`src/rtl/branch_predictor_btb.sv`:
```
// Branch predictor: tag-checked BTB with 2-bit saturating counters, combinational IF lookup.
// Optional performance counters are built when BP_PERF_CNT_EN is defined.
module branch_predictor_btb #(
    parameter int unsigned ENTRIES   = 16,
    parameter int unsigned PC_W      = 32,
    parameter logic [1:0]  CTR_INIT  = 2'b01,
    parameter logic [1:0]  ALLOC_CTR = 2'b10
) (
    input  logic            clk,
    input  logic            reset,
    input  logic [PC_W-1:0] lookup_pc,
    output logic            pred_hit,
    output logic            pred_taken,
    output logic [PC_W-1:0] pred_next_pc,
    input  logic            update_en,
    input  logic [PC_W-1:0] update_pc,
    input  logic            update_taken,
    input  logic [PC_W-1:0] update_target,
    input  logic            update_pred_taken,
    input  logic [PC_W-1:0] update_pred_target,
    output logic            mispredict,
`ifdef BP_PERF_CNT_EN
    output logic [31:0]     perf_branches,
    output logic [31:0]     perf_mispredicts,
    output logic [31:0]     perf_btb_hits,
`endif
    input  logic            bp_clear
);

    localparam int unsigned IDX_W = $clog2(ENTRIES);
    localparam int unsigned TAG_W = PC_W - IDX_W - 2;

    logic [ENTRIES-1:0] valid_q;
    logic [TAG_W-1:0]   tag_q    [ENTRIES];
    logic [PC_W-1:0]    target_q [ENTRIES];
    logic [1:0]         ctr_q    [ENTRIES];

    logic [IDX_W-1:0] lk_idx;
    logic [TAG_W-1:0] lk_tag;
    logic [IDX_W-1:0] up_idx;
    logic [TAG_W-1:0] up_tag;
    logic             up_hit;
    logic [1:0]       up_ctr;
    logic [1:0]       ctr_inc;
    logic [1:0]       ctr_dec;
    logic             unused_pc_lsbs;

    assign lk_idx = lookup_pc[IDX_W+1:2];
    assign lk_tag = lookup_pc[PC_W-1:IDX_W+2];
    assign up_idx = update_pc[IDX_W+1:2];
    assign up_tag = update_pc[PC_W-1:IDX_W+2];
    assign unused_pc_lsbs = ^update_pc[1:0];

    // IF-stage lookup; reads the pre-update array contents (no bypass)
    assign pred_hit     = valid_q[lk_idx] && (tag_q[lk_idx] == lk_tag);
    assign pred_taken   = pred_hit && ctr_q[lk_idx][1];
    assign pred_next_pc = pred_taken ? target_q[lk_idx] : lookup_pc + PC_W'(4);

    assign mispredict = update_en &&
                        ((update_taken != update_pred_taken) ||
                         (update_taken && (update_pred_target != update_target)));

    assign up_hit  = valid_q[up_idx] && (tag_q[up_idx] == up_tag);
    assign up_ctr  = ctr_q[up_idx];
    assign ctr_inc = (up_ctr == 2'b11) ? 2'b11 : up_ctr + 2'd1;
    assign ctr_dec = (up_ctr == 2'b00) ? 2'b00 : up_ctr - 2'd1;

    // Entry state: clear wins over a concurrent update
    always_ff @(posedge clk or negedge reset) begin
        if (!reset) begin
            valid_q <= '0;
            for (int i = 0; i < int'(ENTRIES); i++) begin
                tag_q[i]    <= '0;
                target_q[i] <= '0;
                ctr_q[i]    <= CTR_INIT;
            end
        end else if (bp_clear) begin
            valid_q <= '0;
        end else if (update_en) begin
            if (up_hit) begin
                if (update_taken) begin
                    ctr_q[up_idx]    <= ctr_inc;
                    target_q[up_idx] <= update_target;
                end else begin
                    ctr_q[up_idx] <= ctr_dec;
                end
            end else if (update_taken) begin
                valid_q[up_idx]  <= 1'b1;
                tag_q[up_idx]    <= up_tag;
                target_q[up_idx] <= update_target;
                ctr_q[up_idx]    <= ALLOC_CTR;
            end
        end
    end

`ifdef BP_PERF_CNT_EN
    // Free-running event counters, frozen during a clear
    always_ff @(posedge clk or negedge reset) begin
        if (!reset) begin
            perf_branches    <= '0;
            perf_mispredicts <= '0;
            perf_btb_hits    <= '0;
        end else if (!bp_clear) begin
            if (update_en)  perf_branches    <= perf_branches + 32'd1;
            if (mispredict) perf_mispredicts <= perf_mispredicts + 32'd1;
            if (pred_hit)   perf_btb_hits    <= perf_btb_hits + 32'd1;
        end
    end
`endif

endmodule

```
`config.mk`:
```
export PLATFORM = sky130hd
export DESIGN_NAME = branch_predictor_btb
export DESIGN_NICKNAME = d
export VERILOG_FILES = /design/src/rtl/branch_predictor_btb.sv
export SDC_FILE = /design/constraint.sdc
export NUM_CORES = 2
export LEC_CHECK = 0
export CORE_AREA = 2 2 384 386
export CTS_CLUSTER_SIZE = 28
export DETAILED_ROUTE_END_ITERATION = 10
export DIE_AREA = 0 0 386 388
export PLACE_DENSITY = 0.59
export SLEW_MARGIN = 15
export SYNTH_ARGS = -nofsm -noshare
export SYNTH_HDL_FRONTEND = slang
export SYNTH_SLANG_ARGS = --single-unit
```
`constraint.sdc`:
```
create_clock -name clk -period 4.1 [get_ports clk]
set_input_delay 0.615 -clock clk [delete_from_list [all_inputs] [get_ports clk]]
set_output_delay 0.615 -clock clk [all_outputs]
set_load 0.05 [all_outputs]
```
==> results.sh <==
export IMPL_die_w_um=386
export IMPL_synth_flop_cell="dfrtp_1"
export IMPL_critPathMaxFanout=26
export IMPL_ant_nets=0
export IMPL_violations="setup timing"
export IMPL_layout_setup_ws_ps=-815.7
export IMPL_synthAdderAreaFrac_pct=0.06426
export IMPL_p_comb_share_pct=18.4
export IMPL_finish_instance_area_um2=62090
export IMPL_io_pins=169
export IMPL_synth_compound_area_share_pct=2.437
export IMPL_first_global_vias=33920
export IMPL_power_share_clock_pct=36.8
export IMPL_setup_viol=34
export IMPL_syn_to_final_growth_pct=22.65
export IMPL_synthesis_area_um2=50630
export IMPL_layout_cells_most_common_list="960 x dfrtp_1, 953 x mux2_2, 402 x buf_4"
export IMPL_fin_crit_sh_pct=119.9
export IMPL_crit_arrival_ps=4300
export IMPL_ys_warn_count=0
export IMPL_slew_headroom_pct=33.91
export IMPL_ys_types=72
export IMPL_track_usage_pct=21.70
export IMPL_cts_tree="yes"
export IMPL_pre_cts_slack_ps=-983.2
export IMPL_avgSynthCellArea_um2=14.94
export IMPL_p_per_area_nw_per_um2=419.3
export IMPL_ys_seq_area_share_pct=48.28
export IMPL_clock_path_buffers=3
export IMPL_grt_overflow_total=0
export IMPL_core_um2=145200
export IMPL_wl_per_cell_um=27.74
export IMPL_placed_cell_area_um2=58360
export IMPL_insertion_delay_ps=740
export IMPL_numCtsBuffers=105
export IMPL_drc=0
export IMPL_grt_antenna_before_repair=8
export IMPL_gp_congestion=0.9195
export IMPL_sequentialPowerShare_pct=44.8
export IMPL_synth_top_family_by_area="multiplexers"
export IMPL_final_hold_viol_count=0
export IMPL_grt_setup_unrepaired="yes"
export IMPL_yosysTopAreaCell="dfrtp_1"
export IMPL_synth_edf_count=0
export IMPL_fmax_ghz=0.2034
export IMPL_synth_ff_latch_count=976
export IMPL_async_flop_share_pct=100.0
export IMPL_ys_top_cells_by_area="dfrtp_1 47%, mux2_2 21%, mux4_2 15%, mux2i_1 2.6%, clkbuf_1 1.3%"
export IMPL_cts_sinks=976
export IMPL_cts_htree_levels=3
export IMPL_crit_type="reg2out"
export IMPL_vias=32630
export IMPL_yosysTopAreaCellShare_pct=47.45
export IMPL_power_leakage_nw=28.02
export IMPL_clockRootBuffer="clkbuf_16"
export IMPL_p_sw_share_pct=26.82
export IMPL_routed_via_density=5.572
export IMPL_hold_class="reg2reg"
export IMPL_die_y_um=388
export IMPL_fill_cells=13070
export IMPL_total_power_mw=26.04
export IMPL_dieArea_um2=149800
export IMPL_syn_inst=3388
export IMPL_syn_nets=3523
export IMPL_outcome="finished, violations left"
export IMPL_maxCapViolations=0
export IMPL_fin_nets=3988
export IMPL_wirelength_um=162400
export IMPL_numPortBuffers=166
export IMPL_critPathCaptureType="output port"
export IMPL_layout_commonest_cell="dfrtp_1"
export IMPL_first_pass_iters=6
export IMPL_grt_pass1_wl_um=239300
export IMPL_drive_gt1_share_pct=53.86
export IMPL_grt_max_degree=91
export IMPL_p_int_mw=19.05
export IMPL_cp_start_kind="register"
export IMPL_p_switching_mw=6.983
export IMPL_vdd_drop_max_uv=325.0
export IMPL_synthSimpleGateAreaFrac_pct=2.939
export IMPL_period_needed_ps=4916
export IMPL_skew_ps=66.11
export IMPL_drtIter0Drc=2672
export IMPL_cp_required_ps=3480
export IMPL_synthXorXnorAreaFrac_pct=2.059
export IMPL_worst_pin_slew_ps=991.4
export IMPL_hpwl_um=110800
export IMPL_start_util_pct=34.86
export IMPL_synthMuxAreaShare_pct=41.00
export IMPL_clk_pin_slew_ps=60
export IMPL_report_final_slew_viol_count=0
export IMPL_rows=140
[layer usage]
layer,vias to the layer above,wire length (um),global-route usage (%)
met3,260,9279,4.013
met2,994,75220,33.92
met5,-,53,0
met1,17610,73380,31.03
li1,13760,-,-
met4,8,4503,5.483
[area by class of cell]
cell class / count / area (um^2) / share of cell area [%]
inverters: 32 / 120.1 / 0.1934
multi-input cells: 2076 / 24760 / 39.87
clock inverters: 38 / 402.9 / 0.6488
flip-flops and latches: 976 / 24440 / 39.36
well taps: 1917 / 2399 / 3.863
repair buffers: 662 / 6915 / 11.14
clock buffers: 154 / 3052 / 4.915
diodes: 1 / 2.502 / 0.004030
[worst max-delay path, stage by stage, from the launching register on]
cell	delay, ps
dfrtp_1	400
mux4_2	470
mux2i_1	180
buf_4	150
xor2_1	140
nand3_1	100
nor3_2	170
a21oi_1	120
or4b_1	530
or4_4	510
buf_12	220
mux2_4	330
buf_4	190
[flip-flops by register name, indices dropped and copies added, names as in the netlist]
name,count
ctr_q,32
tag_q,416
target_q,512
valid_q,16
[logic make-up after synthesis]
family | after synthesis
adders and majority gates | 3
AOI/OAI and AO/OA | 180
xor gates and xnor gates | 119
buffers and inverters | 336
and+or+nand+nor | 292
DFF | 976
muxes | 1482
[synthesized netlist by cell type, types with 12 or more instances]
master    count
o21ai_0      40
o22ai_1      15
nor2b_1      26
nor3_1       16
a211oi_1     13
nand2b_1     12
clkbuf_1    170
buf_1        33
mux2_4       29
mux4_1       16
a22oi_1      14
nor2_1       76
nand3_1      30
mux2i_1     134
mux2_2      953
buf_4        45
dfrtp_1     960
nand2_1      69
a21oi_1      27
mux4_2      345
nor4_1       12
xnor2_1      67
buf_2        42
inv_1        30
dfstp_2      16
xor2_1       52
[timing repair]
action / 4_1_cts / 5_1_grt
endpoints found under the setup margin: 34 / 34
buffers inserted: 0 / 19
gates cloned: 0 / 0
hold buffers: 1 / 0
endpoints found under the hold margin: 16 / 0
pin swaps: 1 / 11
gates resized for setup: 14 / 18
[through the flow]
| stage | hold slack (ps) | TNS [ps] | cells | util, % |
|---|---|---|---|---|
| floorplan | 319.4 | -933.0 | 3388 | - |
| global placement | 466.3 | -174210 | 5648 | 40.19 |
| detailed placement | 480.1 | -155070 | 5648 | 40.19 |
| CTS | 489.4 | -26460 | 5841 | 42.62 |
| global route | 506.3 | -29170 | 5855 | 42.76 |
| finish | 488.7 | -25660 | 5856 | 42.76 |
[power by group through the flow]
| stage | Combinational [mW] | Clock, mW | Sequential (mW) |
|---|---|---|---|
| detailed placement | 4.78 | 0 | 11.8 |
| global placement | 4.70 | 0 | 11.8 |
| global route | 5.12 | 10.2 | 11.8 |
| CTS | 4.80 | 9.77 | 11.6 |
| finish | 4.80 | 9.58 | 11.7 |
| floorplan | 3.00 | 0 | 11.5 |
[path summary, 6_finish.rpt]
check | from | endpoint | slack, ps | cells after the start
max in group asynchronous | reset | target_q[159] | 2320 | 3
worst min register to register | ctr_q[6] | ctr_q[6] | 490 | 2
worst max register to register | tag_q[332] | tag_q[3] | 80 | 11
worst min-delay path | ctr_q[6] | ctr_q[6] | 490 | 2
min in group asynchronous | reset | tag_q[0] | 620 | 2
worst max-delay path | tag_q[11] | pred_next_pc[4] | -820 | 12
No activity file was read; power rests on OpenSTA's default activity.
